<file path="src/rtl/gb_timer.sv">
// gb_timer: memory-mapped DIV/TIMA/TMA/TAC timer with one-clk overflow interrupt
module gb_timer #(
  parameter logic [15:0] BASE_ADDR = 16'hFF04,
  parameter int          STEP      = 4
) (
  input  logic        clk,
  input  logic        rst,
  input  logic [15:0] addr,
  input  logic [7:0]  d_in,
  input  logic        write,
  output logic [7:0]  d_out,
  output logic        hit,
  output logic        irq
);
  typedef enum logic [1:0] {IDLE, PEND, RELOAD} state_t;
  state_t      state;
  logic [15:0] sys_cnt, sys_next;
  logic [7:0]  tima, tma;
  logic [2:0]  tac, tac_next;
  logic        prev_sig, sig_next, tick, tick_pend;
  logic        div_wr, tima_wr, tma_wr, tac_wr;
  always_comb begin
    hit      = (addr & 16'hFFFC) == BASE_ADDR;
    div_wr   = write & hit & (addr[1:0] == 2'd0);
    tima_wr  = write & hit & (addr[1:0] == 2'd1);
    tma_wr   = write & hit & (addr[1:0] == 2'd2);
    tac_wr   = write & hit & (addr[1:0] == 2'd3);
    sys_next = div_wr ? 16'h0000 : sys_cnt + 16'(STEP);
    tac_next = tac_wr ? d_in[2:0] : tac;
    sig_next = tac_next[2] & (tac_next[1:0] == 2'b00 ? sys_next[9] :
                              tac_next[1:0] == 2'b01 ? sys_next[3] :
                              tac_next[1:0] == 2'b10 ? sys_next[5] : sys_next[7]);
    tick     = prev_sig & ~sig_next;
    d_out    = !hit ? 8'hFF :
               addr[1:0] == 2'd0 ? sys_cnt[15:8] :
               addr[1:0] == 2'd1 ? tima :
               addr[1:0] == 2'd2 ? tma : {5'b11111, tac};
  end
  always_ff @(posedge clk or negedge rst) begin
    if (!rst) begin
      state     <= IDLE;
      sys_cnt   <= '0;
      tima      <= '0;
      tma       <= '0;
      tac       <= '0;
      prev_sig  <= 1'b0;
      tick_pend <= 1'b0;
      irq       <= 1'b0;
    end else begin
      sys_cnt  <= sys_next;
      tac      <= tac_next;
      prev_sig <= sig_next;
      irq      <= 1'b0;
      if (tma_wr) tma <= d_in;
      case (state)
        IDLE: begin
          tick_pend <= 1'b0;
          if (tima_wr) tima <= d_in;
          else if (tick | tick_pend) begin
            if (tima == 8'hFF) begin
              tima  <= 8'h00;
              state <= PEND;
            end else tima <= tima + 8'd1;
          end
        end
        PEND: begin
          if (tima_wr) begin
            tima  <= d_in;
            state <= IDLE;
          end else begin
            tima  <= tma;
            irq   <= 1'b1;
            state <= RELOAD;
          end
        end
        RELOAD: begin
          // a tick landing here is deferred to the following IDLE clk
          tima      <= tma_wr ? d_in : tma;
          tick_pend <= tick;
          state     <= IDLE;
        end
        default: state <= IDLE;
      endcase
    end
  end
endmodule

</file>
<file path="config.mk">
export PLATFORM = sky130hd
export DESIGN_NAME = gb_timer
export DESIGN_NICKNAME = d
export VERILOG_FILES = /design/src/rtl/gb_timer.sv
export SDC_FILE = /design/constraint.sdc
export NUM_CORES = 1
export LEC_CHECK = 0
export CAP_MARGIN = 20
export CORE_UTILIZATION = 25
export CTS_BUF_LIST = sky130_fd_sc_hd__clkbuf_2
export CTS_CLUSTER_SIZE = 40
export DETAILED_ROUTE_END_ITERATION = 12
export GPL_TIMING_DRIVEN = 0
export HOLD_SLACK_MARGIN = 0.15
export PLACE_DENSITY = 0.51
export SETUP_SLACK_MARGIN = 0.4
export SYNTH_ARGS = -nofsm -noshare
export SYNTH_HDL_FRONTEND = slang
export SYNTH_SLANG_ARGS = --single-unit
</file>
<file path="constraint.sdc">
create_clock -name clk -period 2.7 [get_ports clk]
set_input_delay 0.27 -clock clk [delete_from_list [all_inputs] [get_ports clk]]
set_output_delay 0.27 -clock clk [all_outputs]
set_load 0.005 [all_outputs]
</file>
## Word level (Yosys, flattened, before mapping)

Cells that the tools add are included.

- Flip-flop bits (word level): 40
- Word-level logic and storage cells: 62

- Reductions and logical operators: 7
- $add $sub $neg: 2
- Mux-type cells: 23
- Equal/unequal tests: 13
- Bitwise gates (word level): 9

Operators with widths:

| kind | number |
|---|---|
| $mux W8 | 9 |
| $pmux W8 S3 | 1 |
| $add A16 B3 Y16 const B | 1 |
| $mux W16 | 1 |
| $eq A14 B14 Y1 const B | 1 |
| $add A8 B1 Y8 const B | 1 |
| $eq A2 B2 Y1 const B | 4 |
| $eq A8 B8 Y1 const B | 1 |
| $mux W2 | 4 |
| $and A1 B1 Y1 | 7 |
| $eq A2 B1 Y1 const B | 3 |
| $logic_not A2 Y1 | 3 |
| $ne A2 B2 Y1 const B | 3 |
| $mux W1 | 5 |
| $pmux W2 S2 | 1 |
| $mux W3 | 1 |
| $ne A3 B3 Y1 const B | 1 |
| $reduce_and A3 Y1 | 1 |
| $reduce_bool A3 Y1 | 1 |
| $pmux W1 S2 | 1 |
| $reduce_and A2 Y1 | 1 |
| $reduce_bool A2 Y1 | 1 |
| $not A1 Y1 | 1 |
| $or A1 B1 Y1 | 1 |

## Depth between registers and ports, before layout

- Word-level depth: 15
- Gate-level depth with buffers: 9

## Worst setup path before layout

OpenSTA, ideal clock, no wires.

- Path kind: input to register
- Start point: in addr[7]
- End point: reg tima[5]
- Buffers on the path: 0
- Data arrival time: 2175 ps
- Setup slack: 398 ps
- Setup time: 127 ps
- Required time: 2573 ps
- Stages on the path: 7
- Cells stage by stage: and4bb_2 > nand4_4 > nor3_2 > mux2_2 > a221o_1 > a2bb2oi_1 > a211oi_1

- Longest elaborated chain between the ends: 14

RTL lines:

| item | RTL line | RTL |
|---|---|---|
| from (decl) | 8 | `input logic [15:0] addr,` |
| $eq A14 B14 Y1 (*) | 23 | `hit = (addr & 16'hFFFC) == BASE_ADDR;` |
| $and A1 B1 Y1 (*) | n/a |  |
| $and A1 B1 Y1 | 27 | `tac_wr = write & hit & (addr[1:0] == 2'd3);` |
| $mux W3 | 29 | `tac_next = tac_wr ? d_in[2:0] : tac;` |
| $eq A2 B2 Y1 | 32 | `tac_next[1:0] == 2'b10 ? sys_next[5] : sys_next[7]);` |
| $mux W1 | 32 |  |
| $mux W1 | 31 | `tac_next[1:0] == 2'b01 ? sys_next[3] :` |
| $mux W1 | 30 | `sig_next = tac_next[2] & (tac_next[1:0] == 2'b00 ? sys_next[9] :` |
| $and A1 B1 Y1 | 30 |  |
| $not A1 Y1 | 33 | `tick = prev_sig & ~sig_next;` |
| $and A1 B1 Y1 | 33 |  |
| $or A1 B1 Y1 | 59 | `else if (tick \| tick_pend) begin` |
| $ne A3 B3 Y1 (no line) | n/a |  |
| $reduce_and A2 Y1 (no line) | n/a |  |
| to (signal assigned) | 58 | `if (tima_wr) tima <= d_in;` |
| to (signal assigned) | 63 | `end else tima <= tima + 8'd1;` |
| to (signal assigned) | 68 | `tima <= d_in;` |
| to (decl) | 18 | `logic [7:0] tima, tma;` |

Mark *: on every way between the ends. The rest lies on a longest branch, timed or not.
A chain may end at the register's enable or synchronous reset.

## Worst setup path in the final report

- Start point: in addr[6]
- End point: reg tima[0]

Same word-level chain as after synthesis.

==> metrics.md <==
| Metric | Value |
|---|---|
| Max cap viols | 0 |
| R2R Path End | tima[0]$_DFFE_PN0P_ |
| Worst-Margin Slew | between 0.5 and 0.6 ns |
| CP Data Arrival Time | 2.67 ns |
| Xor-xnor portion of the synthesized cell area | 0.0426 |
| VDD IR-drop max | between 0.1 and 0.15 mV |
| Max Slew Vio Count | 0 |
| Post-synth cell types | 56 |
| WS Path Type | in2reg |
| Area of the core | about 10000 sq um |
| Antenna diodes | 0 |
| Initial Utilization | 0.259 |
| Die area | 11100 sq um |
| Largest family of logic cells by synthesized area | simple AND/OR/NAND/NOR gates |
| Dpl ws | -0.458 ns |
| Final hold vios | 0 |
| Filler cells | around 1.1k |
| Clock latency on the worst-skew pair | approximately 0.42 ns |
| Post-synthesis mux area share | 0.107 |
| Adder-cell share of the synthesized area | 0.0234 |
| Num Clock Sinks | 38 |
| Crit-path cells | dlygate4sd2_1 -> and4bb_2 -> nand4_4 -> or4_4 -> a21boi_4 -> o22ai_4 -> buf_4 -> a2111oi_0 -> a211o_1 |
| Synth Register Bits | 38 |
| DR DRC count | 0 |
| Final GP Congestion | between 0.8 and 0.9 |
| Number of enable flip-flop cells after synthesis | 0 |
| Area contributors post-synth | dfrtp_1 (36%), mux2_2 (7.6%), nand2_1 (3.9%) |
| First-pass GRT wire length | about 13 mm |
| Initial antenna violation count | 0 |
| Number of global-route vias before repair | between 2k and 3k |
| Register area | 961 sq um |
| Bufs and invs on worst path | 2 |
| CTS Buf Count | 5 |
| Die W | between 100 and 150 um |
| IO Port Bufs | 36 |
| Gr ovfl total | 0 |
| Pwr per Cell Area | 298 nW/um^2 |
| Yosys synthesis warning count | 0 |
| CP max stage delay | ~0.57 ns |
| Post-synthesis compound-gate area fraction | 0.206 |
| Worst-path fanout max | 5 |
| P&R area growth vs syn | 36.7% |
| Final Hold Slack | around 0.28 ns |
| Total iterations of the first detailed-routing run | 4 |
| Chip height | between 100 and 150 um |
| Reg2Reg Depth | 8 |
| First DRT Iteration DRCs | ~170 |
| Drt wl/cell | 16.3 um |
| Worst setup SP type | primary input |
| Synthesized instance count | between 200 and 300 |
| Post-synthesis sequential area ratio | 0.356 |
| Clk buf depth | 2 |
| Tmin final | about 2.3 ns |
| Routed WL | 8.11 mm |
| Ys flop type | dfrtp_1 |
| Antenna viol nets, final | 0 |
| Row cnt | 37 |
| Largest net degree at the start of global routing | 24 |
| Worst Setup Slack, final | between 0.4 and 0.5 ns |
| Cell family with most CP delay | simple AND/OR/NAND/NOR gates |
| Required time of the critical path | approximately 3.1 ns |
| Syn Nets | between 300 and 400 |
| Setup Skew | between 0.02 and 0.03 ns |
| Total Routing Usage GR | 0.153 |
| Number of setup violations in the final report | 0 |
| Root buf cell | clkbuf_2 |
| # H-tree levels | 2 |
| Placed Area | about 3200 sq um |
| Multi-input logic area | ~1800 sq um |
| CTS clk-pin slew, worst paths | 0.23 ns |
| Final Instance Area | between 3000 and 4000 sq um |
| Routed vias | 2572 |
| RSZ-0062 raised after global routing | yes |
| Critical R2R Launch | sys_cnt[2]$_DFF_PN0_ |
| Status | completed |
| Worst min path class | in2async |
| Crit share post-route | 0.848 |
| I/O pins | 37 |
| Post-synth ARST share | 1.00 |
| Register-to-register setup slack | about 0.42 ns |
| Via density | a little over 5 |
| Fmax | between 400 and 500 MHz |
| Max-slew headroom | 0.600 |
| Yosys top cell area share | 0.356 |
| Fraction of the mapped netlist area in simple logic gates | 0.224 |
| Slowest-stage cell, CP | or4_4 |
| Share of post-route cells with drive strength above 1 | 0.292 |
| Mapped cell area | about 2700 sq um |
| CTS tree | yes |
| Leakage | around 1.6 nW |
| Setup crit end kind | flip-flop |
| Post-Syn Area per Cell | approximately 9 sq um |
| Power, Total | 1.09 mW |
| Layout net count | a little under 400 |
| Post-synth top area cell | dfrtp_1 |
| Hpwl dp | about 5.6 mm |
[layout make-up]
cell class | instances | area share
buffer | 15 | 0.0250
clock buffer | 5 | 0.00686
clock inverter | 2 | 0.00274
inverter | 12 | 0.0130
multi-input combinational | 224 | 0.483
sequential | 38 | 0.263
tap | 136 | 0.0466
timing repair buffer | 64 | 0.159
[through the flow]
| step | cells | TNS (ns) | utilization |
|---|---|---|---|
| 2_1_floorplan | 288 | 0 | - |
| 3_3_place_gp | 460 | -4.30 | 0.310 |
| 3_5_place_dp | 461 | -3.89 | 0.311 |
| 4_1_cts | 481 | 0 | 0.335 |
| 5_1_grt | 496 | 0 | 0.354 |
| 6_report | 496 | 0 | 0.354 |
[what timing repair did]
item                                    CTS  global route
endpoints found under the setup margin   20            11
setup buffers                            11            15
pin swaps                                15            12
hold buffers                              1             0
gates cloned                              1             0
hold endpoints to repair                 38             0
resized for setup                        44            26
[power by group]
part | internal (mW) | total (mW) | leakage [nW] | switching (mW)
sequential | 0.589 | 0.614 | 0.478 | 0.0248
clock | 0.0561 | 0.263 | 0.0286 | 0.207
combinational | 0.117 | 0.212 | 1.05 | 0.0946
total | 0.763 | 1.09 | 1.56 | 0.326
[worst reg2reg max path, cell delays in order (launching register included)]
cell	delay [ns]
dfrtp_2	0.49
ha_4	0.30
a21oi_2	0.06
nor4_2	0.26
o32a_1	0.27
o22ai_4	0.12
buf_4	0.15
a2111oi_0	0.47
a211o_1	0.15
[sequential cells by signal, summed over array words and instances (netlist names)]
signal / flops
sys_cnt: 14
tima: 8
tma: 8
tac: 3
state: 2
irq: 1
prev_sig: 1
tick_pend: 1
[per-layer routing]
| metal | vias to the layer above | routed length [um] | GRT usage |
|---|---|---|---|
| met5 | - | 0 | 0 |
| li1 | 1234 | - | - |
| met3 | 7 | 393 | 0.0272 |
| met1 | 1252 | 3860 | 0.210 |
| met2 | 79 | 3760 | 0.245 |
| met4 | 0 | 98 | 0.0402 |
[kinds of logic after synthesis]
group | Yosys count
DFF | 38
adders and majority gates | 5
buffers and inverters | 27
and+or+nand+nor | 109
xor gates and xnor gates | 13
muxes | 22
AOI/OAI and AO/OA | 74
[worst max-delay path by stage]
| stage | from | endpoint | slack (ns) | depth (start not counted) |
|---|---|---|---|---|
| floorplan | addr[7] | tima[5]$_DFFE_PN0P_ | 0.40 | 7 |
| global placement | addr[7] | tima[3]$_DFFE_PN0P_ | -0.51 | 8 |
| detailed placement | addr[7] | tima[3]$_DFFE_PN0P_ | -0.46 | 8 |
| CTS | addr[0] | d_out[1] | 0.39 | 5 |
| global route | sys_cnt[6]$_DFF_PN0_ | tima[7]$_DFFE_PN0P_ | 0.36 | 7 |
| finish | addr[6] | tima[0]$_DFFE_PN0P_ | 0.41 | 9 |
[synth_stat cells (5+ instances only)]
cell       n
mux2_2    18
and3_1     6
xor2_1    10
nor3_1    10
ha_1       5
dfrtp_1   38
nor2_1    21
a21oi_1    8
nand3_1   11
a211oi_1  12
o21ai_0   16
clkbuf_1  11
or3_1      5
nand2_1   28
o22ai_1    5
inv_1     11
[cells in the final DEF (no fill, tap or decap), types with 5 or more instances in the layout]
cell	n
xor2_1	10
o22ai_1	5
nand3_1	10
clkbuf_2	7
clkbuf_1	8
dlygate4sd2_1	14
dfrtp_1	30
nor3_1	10
o21ai_0	15
nand2_1	26
clkdlybuf4s50_1	17
a211oi_1	12
mux2_2	18
a21oi_1	7
dfrtp_2	8
inv_1	11
nor2_1	21
and3_1	6
buf_4	27
(Power assumes the default switching activity.)
